## src/rtl/cache_fill_ctrl.sv

```systemverilog
// I/D miss arbiter and 8-word block fill sequencer for the shared memory read port.
// Owns the port from grant until the tag write; in-order pipelined beats.
module cache_fill_ctrl #(
  parameter int MEM_LATENCY = 4
) (
  input  logic        clk,
  input  logic        rst,
  input  logic        i_miss,
  input  logic [15:0] i_miss_addr,
  input  logic        d_miss,
  input  logic [15:0] d_miss_addr,
  output logic        mem_enable,
  output logic [15:0] mem_addr,
  input  logic [15:0] mem_data_in,
  input  logic        mem_data_valid,
  output logic [15:0] fill_addr,
  output logic [15:0] fill_data,
  output logic        i_data_write,
  output logic        d_data_write,
  output logic        i_tag_write,
  output logic        d_tag_write,
  output logic        i_fill_done,
  output logic        d_fill_done,
  output logic        busy
);

  if (MEM_LATENCY < 1) begin : g_bad_lat
    $error("MEM_LATENCY must be >= 1");
  end

  typedef enum logic [1:0] {
    S_IDLE,
    S_FILL,
    S_TAG,
    S_DONE
  } state_t;

  state_t      r_state;
  logic        r_side;
  logic        r_last;
  logic [15:0] r_base;
  logic [3:0]  r_issue;
  logic [2:0]  r_recv;
  logic        r_mem_en;
  logic [15:0] r_mem_addr;
  logic        r_tag_wr;
  logic        r_done;

  logic        w_req;
  logic        w_side;
  logic [15:0] w_base;
  logic        w_beat;

  // side: 0 = I, 1 = D; a tie goes to whoever was not served last
  assign w_req  = i_miss | d_miss;
  assign w_side = (i_miss & d_miss) ? ~r_last : d_miss;
  assign w_base = w_side ? (d_miss_addr & 16'hFFF0)
                         : (i_miss_addr & 16'hFFF0);
  assign w_beat = (r_state == S_FILL) & mem_data_valid;

  always_ff @(posedge clk) begin
    if (rst) begin
      r_state    <= S_IDLE;
      r_side     <= 1'b0;
      r_last     <= 1'b0;
      r_base     <= 16'h0;
      r_issue    <= 4'd0;
      r_recv     <= 3'd0;
      r_mem_en   <= 1'b0;
      r_mem_addr <= 16'h0;
      r_tag_wr   <= 1'b0;
      r_done     <= 1'b0;
    end else begin
      unique case (r_state)
        S_IDLE: begin
          if (w_req) begin
            r_side     <= w_side;
            r_base     <= w_base;
            r_mem_en   <= 1'b1;
            r_mem_addr <= w_base;
            r_issue    <= 4'd1;
            r_recv     <= 3'd0;
            r_state    <= S_FILL;
          end
        end
        S_FILL: begin
          if (r_issue[3]) begin
            r_mem_en   <= 1'b0;
            r_mem_addr <= 16'h0;
          end else begin
            r_mem_addr <= r_base | {12'h0, r_issue[2:0], 1'b0};
            r_issue    <= r_issue + 4'd1;
          end
          if (mem_data_valid) begin
            r_recv <= r_recv + 3'd1;
            if (r_recv == 3'd7) begin
              r_state  <= S_TAG;
              r_tag_wr <= 1'b1;
            end
          end
        end
        S_TAG: begin
          r_mem_en   <= 1'b0;
          r_mem_addr <= 16'h0;
          r_tag_wr   <= 1'b0;
          r_done     <= 1'b1;
          r_state    <= S_DONE;
        end
        S_DONE: begin
          r_done  <= 1'b0;
          r_last  <= r_side;
          r_state <= S_IDLE;
        end
        default: r_state <= S_IDLE;
      endcase
    end
  end

  assign mem_enable   = r_mem_en;
  assign mem_addr     = r_mem_addr;
  assign fill_data    = w_beat ? mem_data_in : 16'h0;
  assign fill_addr    = w_beat ? (r_base | {12'h0, r_recv, 1'b0})
                      : (r_state == S_TAG) ? r_base : 16'h0;
  assign i_data_write = w_beat & ~r_side;
  assign d_data_write = w_beat & r_side;
  assign i_tag_write  = r_tag_wr & ~r_side;
  assign d_tag_write  = r_tag_wr & r_side;
  assign i_fill_done  = r_done & ~r_side;
  assign d_fill_done  = r_done & r_side;
  assign busy         = (r_state != S_IDLE);

endmodule

```

## config.mk

```make
export PLATFORM = sky130hd
export DESIGN_NAME = cache_fill_ctrl
export DESIGN_NICKNAME = d
export VERILOG_FILES = /design/src/rtl/cache_fill_ctrl.sv
export SDC_FILE = /design/constraint.sdc
export NUM_CORES = 1
export LEC_CHECK = 0
export CAP_MARGIN = 5
export CORE_MARGIN = 2
export CORE_UTILIZATION = 63
export DETAILED_ROUTE_END_ITERATION = 10
export DONT_BUFFER_PORTS = 1
export PLACE_DENSITY_LB_ADDON = 0.05
export SLEW_MARGIN = 20
export SYNTH_ARGS = -nofsm -noshare
export SYNTH_HDL_FRONTEND = slang
export SYNTH_SLANG_ARGS = --single-unit
```

## constraint.sdc

```tcl
create_clock -name clk -period 3.34 [get_ports clk]
set_input_delay 0.501 -clock clk [delete_from_list [all_inputs] [get_ports clk]]
set_output_delay 0.501 -clock clk [all_outputs]
set_load 0.01 [all_outputs]
```

==> impl_metrics.csv <==
group,metric,value,unit
sta,finalHoldViolations,0,
pwr,internal_power,1.21,mW
sta,skew,0.00877,ns
critical_path,worstPathMaxFanout,24,
outcome,status,"completed",
sta,drv_slew,0,
global_route,grt_max_degree,40,
critical_path,cp_top_family,"compound AO/OA/AOI/OAI gates",
placed_design,place_hpwl,3650,um
routing,viasPerCell,6.14,
clocking,clockRootBuffer,"clkbuf_8",
placed_design,globalplace.congestion,0.814,
critical_path,criticalPathCategory,"flip-flop to output port",
floorplanning,num_rows,23,
clocking,cts_resized,0,
routing,first_iter_violations,181,
pwr,power_switching,0.962,mW
pwr,power_switching_share,0.443,
sta,finalSetupViolCount,0,
floorplanning,design.core.area,3970,um2
layout,drive_above_1_share,0.0873,
critical_path,reg2reg_slack,1.22,ns
placed_design,io_buffers,0,
pwr,power_frac_seq,0.373,
pwr,p_comb_frac,0.477,
critical_path,cp_slowest_cell,"a21oi_1",
global_route,overflow,0,
critical_path,critPathCaptureType,"output port",
logic_synthesis,synth_edf_count,0,
layout,antenna-diode-count,0,
critical_path,crit_required,2.84,ns
logic_synthesis,yosysWarnings,0,
sta,setup_tns,0,ns
logic_synthesis,synthTopCellsByArea,"dfxtp_1, mux2i_1, nor2b_1, a311oi_2, and3_1",
logic_synthesis,yosysTopAreaCell,"dfxtp_1",
sta,worst_pin_slew,1.09,ns
floorplanning,fp.dieW,68.2,um
logic_synthesis,ys_seq_area_frac,0.316,
pwr,irDropWorstVdd,0.000398,V
routing,totalWireLength,5400,um
clocking,cts_buffer_depth,2,
clocking,cts_hold_buffers,0,
clocking,htreeDepth,2,
global_route,grt_usage,0.242,
logic_synthesis,synth_cell_types,44,
critical_path,cp-start-kind,"flip-flop",
routing,vias,1994,
layout,fin_nets,337,
clocking,clk_pin_slew,0.08,ns
clocking,clock-sinks,41,
floorplanning,boundaryPins,109,
pwr,clkPwrFrac,0.150,
routing,first_pass_iters,4,
pwr,power_density,842,nW/um2
global_route,grt_antenna_before_repair,0,
sta,fmax,0.352,GHz
logic_synthesis,netlist_area,2600,um2
layout,syn2layout_area_growth,-0.723,%
logic_synthesis,syn_avg_cell_area,8.87,um2
clocking,cts_setup_buffers,0,
floorplanning,die_area,4650,um2
floorplanning,initial_core_util,0.654,
critical_path,cp.arrival,2.34,ns
clocking,clk_latency,0.29,ns
pwr,total_power,2.17,mW
logic_synthesis,async_reset_ff_frac,0,
clocking,cts_made_buffers,5,
flow_run,drv_cap,0,
routing,antenna_left,0,
sta,slew_headroom,0.276,
pwr,power.leakage,1.05,nW
floorplanning,die_height,68.2,um
sta,finalWorstPathRequiredPeriod,2.84,ns
clocking,cts_tree,"done",
global_route,grt_pass1_vias,1832,
logic_synthesis,synth_top_flop_cell,"dfxtp_1",
routing,drc,0,
logic_synthesis,synthCells,293,
sta,fin_crit_sh,0.851,
critical_path,critPathMaxStageDelay,0.94,ns
routing,wl_per_cell,16.6,um
logic_synthesis,netlist.area_leader.share,0.316,
critical_path,crit_chain,"inv_1 -> ha_1 -> a21oi_1 -> nor2b_1",
global_route,grt_pass1_wl,8430,um
logic_synthesis,synth_seq_cells,41,
hold_path,hold_class,"input pin to flip-flop",
critical_path,cp_num_buf_inv,1,
sta,rsz0062_at_grt,"no",
[through the flow]
step | std cells | util | cell area (um2) | setup WS, ns | hold slack (ns)
2_1_floorplan | 294 | - | 2600 | 1.55 | 0.460
3_3_place_gp | 318 | 0.628 | 2490 | 0.876 | 0.479
3_5_place_dp | 318 | 0.628 | 2490 | 0.813 | 0.485
4_1_cts | 325 | 0.649 | 2580 | 0.493 | 0.265
5_1_grt | 325 | 0.649 | 2580 | 0.274 | 0.259
6_report | 325 | 0.649 | 2580 | 0.497 | 0.268
[worst reg2reg max path: cells and delay by family, from the launching register on]
kind                     cells  cell delay (ns)
buffers and inverters        2             0.34
AND/OR/NAND/NOR              2             0.75
AO/OA/AOI/OAI                1             0.26
adder cells (fa/ha/maj)      1             0.32
flip-flops                   1             0.37
[path summary, 6_finish.rpt]
| path | from | endpoint | cells past startpoint |
|---|---|---|---|
| worst max-delay path | r_state[1] | fill_addr[14] | 4 |
| worst min-delay path | rst | mem_enable | 1 |
| worst max register to register | r_state[0] | mem_addr[14] | 6 |
| worst min register to register | r_base[7] | mem_addr[7] | 2 |
[cells by family (layout without fill, tap and decap cells)]
| logic type | count (synthesis) | in the layout | synth area share |
|---|---|---|---|
| AOI/OAI and AO/OA | 67 | 67 | 0.205 |
| buffers and inverters | 34 | 15 | 0.0833 |
| DFF | 41 | 41 | 0.316 |
| other | 1 | 2 | 0.00144 |
| and+or+nand+nor | 115 | 115 | 0.250 |
| muxes | 26 | 26 | 0.101 |
| adders and majority gates | 9 | 9 | 0.0434 |
[power by group through the flow]
stage | sequential [mW] | clock (mW) | combinational, mW
final | 0.810 | 0.326 | 1.04
after floorplan | 0.783 | 0 | 0.943
after global routing | 0.833 | 0.348 | 1.17
after CTS | 0.814 | 0.331 | 1.04
after global placement | 0.823 | 0 | 1.02
after detailed placement | 0.824 | 0 | 1.04
[synthesized netlist by cell type (all sizes together) (2+ instances only)]
cell    instances
and2            2
and3           21
o31ai           2
clkbuf         12
nand2b          4
inv             6
a21oi          21
a211oi         12
buf            16
nand4           3
a311oi         14
a22o            2
a31oi           3
dfxtp          41
ha              9
nor2           19
a21boi          2
nor3            5
nand2          14
or4             2
o21ai           5
mux2i          25
nor2b          38
[placed cells by master (no fill, tap or decap), types with 3 or more instances in the layout]
| master | synthesis | layout |
|---|---|---|
| dfxtp_1 | 41 | 41 |
| nor2b_1 | 38 | 38 |
| mux2i_1 | 25 | 25 |
| a21oi_1 | 21 | 21 |
| and3_1 | 21 | 21 |
| nor2_1 | 19 | 19 |
| nand2_1 | 14 | 14 |
| a211oi_1 | 12 | 12 |
| a311oi_2 | 9 | 9 |
| ha_1 | 9 | 9 |
| inv_1 | 6 | 6 |
| clkbuf_8 | 0 | 6 |
| a311oi_1 | 5 | 5 |
| o21ai_0 | 5 | 5 |
| nor3_1 | 5 | 5 |
| nand2b_1 | 4 | 4 |
| nand4_1 | 3 | 3 |
[flip-flops by register name, summed over array words and instances (netlist names)]
name	cells
mem_addr	15
mem_enable	1
r_base	12
r_done	1
r_issue	4
r_last	1
r_recv	3
r_side	1
r_state	2
r_tag_wr	1
[per-layer routing]
| metal | up-vias | part of all wire | global-route usage |
|---|---|---|---|
| met5 | - | 0 | 0 |
| met4 | 0 | 0.013 | 0.0750 |
| met3 | 5 | 0.069 | 0.0740 |
| met2 | 72 | 0.48 | 0.415 |
| met1 | 907 | 0.44 | 0.289 |
| li1 | 1010 | - | - |
[area by class of cell]
| class | instances | area [um2] |
|---|---|---|
| multi-input cells | 219 | 1570 |
| fillers | 356 | 1390 |
| flip-flops and latches | 41 | 821 |
| clock buffers | 7 | 86.3 |
| well taps | 50 | 62.6 |
| inverters | 6 | 22.5 |
| repair buffers | 2 | 15.0 |
Power figures use the tool's default switching activity.
